`config.mk`:
```
export PLATFORM = sky130hd
export DESIGN_NAME = parity_rx
export DESIGN_NICKNAME = d
export VERILOG_FILES = /design/src/rtl/parity_rx_pkg.sv /design/src/rtl/parity_rx_sync.sv /design/src/rtl/parity_rx.sv
export SDC_FILE = /design/constraint.sdc
export NUM_CORES = 1
export LEC_CHECK = 0
export CAP_MARGIN = 20
export CORE_AREA = 2 2 61 63
export CTS_CLUSTER_DIAMETER = 80
export DETAILED_ROUTE_END_ITERATION = 8
export DIE_AREA = 0 0 63 65
export GPL_TIMING_DRIVEN = 0
export PLACE_DENSITY = 0.75
export SYNTH_ARGS = -nofsm -noshare
export SYNTH_HDL_FRONTEND = slang
export SYNTH_SLANG_ARGS = --single-unit
```
`constraint.sdc`:
```
create_clock -name clk -period 2.85 [get_ports clk]
set_input_delay 0.855 -clock clk [delete_from_list [all_inputs] [get_ports clk]]
set_output_delay 0.855 -clock clk [all_outputs]
set_load 0.02 [all_outputs]
```
`src/rtl/parity_rx_pkg.sv`:
```
// Shared types and width helpers for the parity-checked serial receiver.
package parity_rx_pkg;

    // Receiver frame states, in the order a frame moves through them.
    typedef enum logic [2:0] {
        IDLE,
        START,
        DATA,
        PARITY,
        STOP,
        WAIT_HIGH
    } rx_state_e;

    // Width of the per-bit clock counter; it only ever holds CLKS_PER_BIT-1 or less.
    function automatic int cnt_width(input int clks_per_bit);
        return $clog2(clks_per_bit);
    endfunction

    // Width of the data bit index; a one-bit word still needs a one-bit index.
    function automatic int idx_width(input int data_bits);
        return (data_bits > 1) ? $clog2(data_bits) : 1;
    endfunction

endpackage

```
`src/rtl/parity_rx_sync.sv`:
```
// Two-flop synchronizer for an asynchronous pin input, with a selectable reset level.
module sync2 #(
    parameter logic RESET_VAL = 1'b0
) (
    input  logic clk,
    input  logic rst_n,
    input  logic d,
    output logic q
);

    logic meta;

    // Two back-to-back flops; q is safe to use in the clk domain.
    always_ff @(posedge clk or negedge rst_n) begin
        if (!rst_n) begin
            meta <= RESET_VAL;
            q    <= RESET_VAL;
        end else begin
            meta <= d;
            q    <= meta;
        end
    end

endmodule

```
`src/rtl/parity_rx.sv`:
```
// Serial frame receiver: start bit, DATA_BITS data bits LSB first, parity bit, stop bit.
// Handshake: out_data/out_perr are meaningful only while out_valid=1 and stay stable
// until a cycle with out_valid & out_ready; a word moves on the edge ending that cycle.
module parity_rx
    import parity_rx_pkg::*;
#(
    parameter int DATA_BITS    = 8,
    parameter int CLKS_PER_BIT = 16,
    parameter int ODD_PARITY   = 0
) (
    input  logic                 clk,
    input  logic                 rst_n,
    input  logic                 rx,
    output logic [DATA_BITS-1:0] out_data,
    output logic                 out_valid,
    input  logic                 out_ready,
    output logic                 out_perr,
    output logic                 frame_err,
    output logic                 overrun,
    output logic                 busy
);

    localparam int CW = cnt_width(CLKS_PER_BIT);
    localparam int IW = idx_width(DATA_BITS);
    localparam logic [CW-1:0] HALF_LOAD = CW'(CLKS_PER_BIT / 2 - 1);
    localparam logic [CW-1:0] FULL_LOAD = CW'(CLKS_PER_BIT - 1);
    localparam logic [IW-1:0] LAST_IDX  = IW'(DATA_BITS - 1);
    localparam logic          ODD_BIT   = (ODD_PARITY != 0);

    logic                 rx_s;
    rx_state_e            state_q, state_d;
    logic [CW-1:0]        bit_cnt_q, bit_cnt_d;
    logic [IW-1:0]        idx_q, idx_d;
    logic [DATA_BITS-1:0] shreg_q, shreg_d;
    logic                 perr_q, perr_d;
    logic                 tick;
    logic                 commit;
    logic                 stop_bad;
    logic                 can_load;

    // The line idles high, so the synchronizer resets to 1 to avoid a false start.
    sync2 #(.RESET_VAL(1'b1)) u_sync (
        .clk   (clk),
        .rst_n (rst_n),
        .d     (rx),
        .q     (rx_s)
    );

    assign tick     = (bit_cnt_q == '0);
    assign can_load = !out_valid || out_ready;
    assign busy     = (state_q != IDLE);

    // Frame state, bit timer, bit index, shift register and parity result.
    always_ff @(posedge clk or negedge rst_n) begin
        if (!rst_n) begin
            state_q   <= IDLE;
            bit_cnt_q <= '0;
            idx_q     <= '0;
            shreg_q   <= '0;
            perr_q    <= 1'b0;
        end else begin
            state_q   <= state_d;
            bit_cnt_q <= bit_cnt_d;
            idx_q     <= idx_d;
            shreg_q   <= shreg_d;
            perr_q    <= perr_d;
        end
    end

    // Next-state logic: the first timeout lands mid start bit, later ones mid bit.
    always_comb begin
        state_d   = state_q;
        bit_cnt_d = bit_cnt_q;
        idx_d     = idx_q;
        shreg_d   = shreg_q;
        perr_d    = perr_q;
        commit    = 1'b0;
        stop_bad  = 1'b0;
        case (state_q)
            IDLE: begin
                if (!rx_s) begin
                    bit_cnt_d = HALF_LOAD;
                    state_d   = START;
                end
            end
            START: begin
                if (!tick) begin
                    bit_cnt_d = bit_cnt_q - CW'(1);
                end else if (rx_s) begin
                    state_d = IDLE;
                end else begin
                    bit_cnt_d = FULL_LOAD;
                    idx_d     = '0;
                    state_d   = DATA;
                end
            end
            DATA: begin
                if (!tick) begin
                    bit_cnt_d = bit_cnt_q - CW'(1);
                end else begin
                    shreg_d[idx_q] = rx_s;
                    bit_cnt_d      = FULL_LOAD;
                    if (idx_q == LAST_IDX) begin
                        state_d = PARITY;
                    end else begin
                        idx_d = idx_q + IW'(1);
                    end
                end
            end
            PARITY: begin
                if (!tick) begin
                    bit_cnt_d = bit_cnt_q - CW'(1);
                end else begin
                    perr_d    = (^shreg_q) ^ rx_s ^ ODD_BIT;
                    bit_cnt_d = FULL_LOAD;
                    state_d   = STOP;
                end
            end
            STOP: begin
                if (!tick) begin
                    bit_cnt_d = bit_cnt_q - CW'(1);
                end else if (rx_s) begin
                    commit  = 1'b1;
                    state_d = IDLE;
                end else begin
                    stop_bad = 1'b1;
                    state_d  = WAIT_HIGH;
                end
            end
            WAIT_HIGH: begin
                if (rx_s) begin
                    state_d = IDLE;
                end
            end
            default: begin
                state_d = IDLE;
            end
        endcase
    end

    // Output buffer: a commit refills it (even while it is being drained), otherwise it drops.
    always_ff @(posedge clk or negedge rst_n) begin
        if (!rst_n) begin
            out_data  <= '0;
            out_valid <= 1'b0;
            out_perr  <= 1'b0;
            frame_err <= 1'b0;
            overrun   <= 1'b0;
        end else begin
            frame_err <= stop_bad;
            overrun   <= commit && !can_load;
            if (commit && can_load) begin
                out_data  <= shreg_q;
                out_perr  <= perr_q;
                out_valid <= 1'b1;
            end else if (out_ready) begin
                out_valid <= 1'b0;
            end
        end
    end

endmodule
```
==> out/results.ini, run 1 <==
[pwr]
power.total_uw=1230
swShare=0.338
pwr-share-comb=0.313
ir_worst_vdd_mv=0.283
power_frac_seq=0.485
clock_power_share=0.202
p_leak_uw=0.000939
p_switching_uw=414
p_int_uw=811
power.density_nw_per_um2=637

[setup_path]
cp.arrival_ps=1840
worstPathCellList=or3_1, clkdlybuf4s50_1
max_stage_delay_ps=540
criticalPathCategory=flop to output pin
start_kind=flop
worstPathRequired_ps=2000
critPathCaptureType=output pin
worstPathMaxFanout=15
critical-path-slowest-cell=dfrtp_1

[synthesis]
yosys.area.top_type_share=0.467
yosysUniqueCellTypes=40
ys_async_sr_fraction=1.00
synth_edf_count=0
yosys-top-cells-area=dfrtp_1 47%, mux2_1 6.8%, xnor2_1 3.7%
synth_ff_type=dfrtp_1
synth_most_common_cell=dfrtp_1
ys_seq_area_frac=0.499
netlist_top_cells_count=31 x dfrtp_1, 10 x mux2_1, 10 x nor2_1
postSynthAreaPerCell_um2=11.8
synth_warnings=0
syn_nets=148
ys_ff_latch=33
synthCells=141
syn-cell-area_um2=1660
post-synth-top-area-cell=dfrtp_1

[final_layout]
final_nets=170
drive_above_1_share=0.201
antenna_cells=0
area_delta_synth_final_pct=15.8

[routing]
route.detailed.drc=0
wl_um=2700
drt_iter0_drc=19
via_per_inst=5.11
post_drt_wl_per_cell_um=12.8
via_count=1084
firstDrtPassIters=4
postRouteAntennaNets=0

[sta]
fin_setup_tns_ps=0
min_period_ps=2690
clock_skew_ps=4.99
relSlewSlack=0.532
min_period_over_period=0.945
fmax_ghz=0.371
hold_viol_final=0
final-setup-viol-count=0
hold_ws_ps=363
final_max_slew_viol_count=0
tightest_slew_ps=702
rsz0062_at_grt=no

[placement]
hpwl_um=2020
gp_congestion=0.784
io_buffer_count=16

[cts]
ctsResizeCount=0
postCtsSetupRepairBufs=0
htreeDepth=2
clkLatencyLatePin_ps=330
root_buffer=clkbuf_4
hold_buffers=0
clk_pin_slew_ps=100
cts_tree=yes
cts_inserted_buffers=5
cts_sinks=33
clockBufferDepth=2

[global_routing]
grt_max_degree=34
top_usage_layer=met2
overflow=0
grtUsageMet2=0.271
track_usage=0.158
met3_usage=0.0382
antenna_found_initial=0
grt_pass1_wl_um=5010
grt_pass1_vias=1083
grt_util_met1=0.184

[floorplan]
die_y_um=65
dieArea_um2=4100
die_w_um=63
start_util=0.475
io_pins=17
fp.coreArea_um2=3500
rows=22

[flow_run]
maxCapViolations=0

[run_status]
outcome=completed

[hold_path]
hp-class=flop to flop

==> registers in the layout, summed over array words and instances, names as in the netlist <==
| name | flops |
|---|---|
| shreg_q | 8 |
| state_q | 3 |
| bit_cnt_q | 4 |
| out_perr | 1 |
| out_valid | 1 |
| overrun | 1 |
| u_sync.q | 1 |
| idx_q | 3 |
| frame_err | 1 |
| u_sync.meta | 1 |
| perr_q | 1 |
| out_data | 8 |
==> worst paths after layout <==
kind | from | endpoint | slack [ps] | cells past startpoint
min reg2reg | u_sync.meta | u_sync.q | 360 | 0
min in group asynchronous | rst_n | bit_cnt_q[0] | 560 | 1
max | state_q[2] | busy | 160 | 2
max reg2reg | bit_cnt_q[0] | out_data[0] | 870 | 8
max in group asynchronous | rst_n | out_data[6] | 1840 | 1
min | u_sync.meta | u_sync.q | 360 | 0
==> critical path, delay by kind of cell, from the launching register on <==
kind | cells | cell delay (ps)
and+or+nand+nor | 1 | 430
DFF | 1 | 540
buffers and inverters | 1 | 540
==> metal layers <==
metal / share of wire / vias to the layer above / wire length, um
met5: 0 / - / 0
met4: 0.017 / 0 / 46
met3: 0.036 / 5 / 98
met2: 0.51 / 16 / 1380
met1: 0.44 / 530 / 1180
li1: - / 533 / -
==> cell families (layout without fill, tap and decap cells) <==
kind of cell               after synthesis  in the layout  share of synthesized area
and+or+nand+nor                         43             43                      0.168
DFF                                     33             33                      0.499
AOI/OAI and AO/OA                       21             21                     0.0821
muxes                                   21             21                      0.147
buffers and inverters                   11             34                     0.0339
xor gates and xnor gates                 9              9                     0.0475
adders and majority gates                3              3                     0.0226
==> power groups by stage <==
stage / Sequential [uW] / Clock (uW) / Combinational, uW
floorplan: 587 / 0 / 312
global placement: 598 / 0 / 367
detailed placement: 602 / 0 / 388
CTS: 593 / 256 / 390
global route: 607 / 281 / 428
finish: 594 / 247 / 384
==> placed cells by master, fill, tap and decap left out, types with 3 or more instances in the layout <==
cell type / Yosys / routed
a21oi_1: 5 / 5
a22o_1: 3 / 3
and2b_1: 3 / 3
buf_2: 3 / 4
buf_4: 3 / 3
clkbuf_4: 0 / 5
clkdlybuf4s50_1: 0 / 15
dfrtp_1: 31 / 31
ha_1: 3 / 3
inv_1: 3 / 3
mux2_1: 10 / 10
mux2_2: 5 / 5
mux2_4: 3 / 3
mux2i_1: 3 / 3
nand2_1: 5 / 5
nor2_1: 10 / 10
nor2b_1: 4 / 4
nor3b_2: 4 / 4
o21ai_0: 4 / 4
xnor2_1: 7 / 7
==> per-stage QoR <==
step / util / instance area, um^2 / setup WS, ps / std cells
final: 0.550 / 1920 / 156 / 212
after detailed placement: 0.537 / 1880 / 390 / 205
after floorplan: - / 1660 / 925 / 141
after global routing: 0.550 / 1920 / 43.7 / 212
after CTS: 0.551 / 1930 / 4.68 / 213
after global placement: 0.538 / 1880 / 335 / 205
==> area by class of cell <==
type	count	area, um^2
plain buffers	7	41.3
clock buffers	6	41.3
clock inverters	2	10.0
fillers	311	1570
inverters	3	11.3
multi-input cells	97	776
flip-flops and latches	33	828
well taps	48	60.1
repair buffers	16	155
Note: power is estimated with default switching activity, not from simulation.
==> run 2: changes to the inputs <==
CTS_CLUSTER_SIZE = 8   (was default)
HOLD_SLACK_MARGIN = 0.06   (was default)
==> results of run 2 <==
Final layout, timing and power as in run 1 (identical DEF).
==> run 3: changes to the inputs <==
CTS_CLUSTER_DIAMETER = 200   (was 80)
==> results of run 3 <==
Final layout, timing and power as in run 1 (identical DEF).
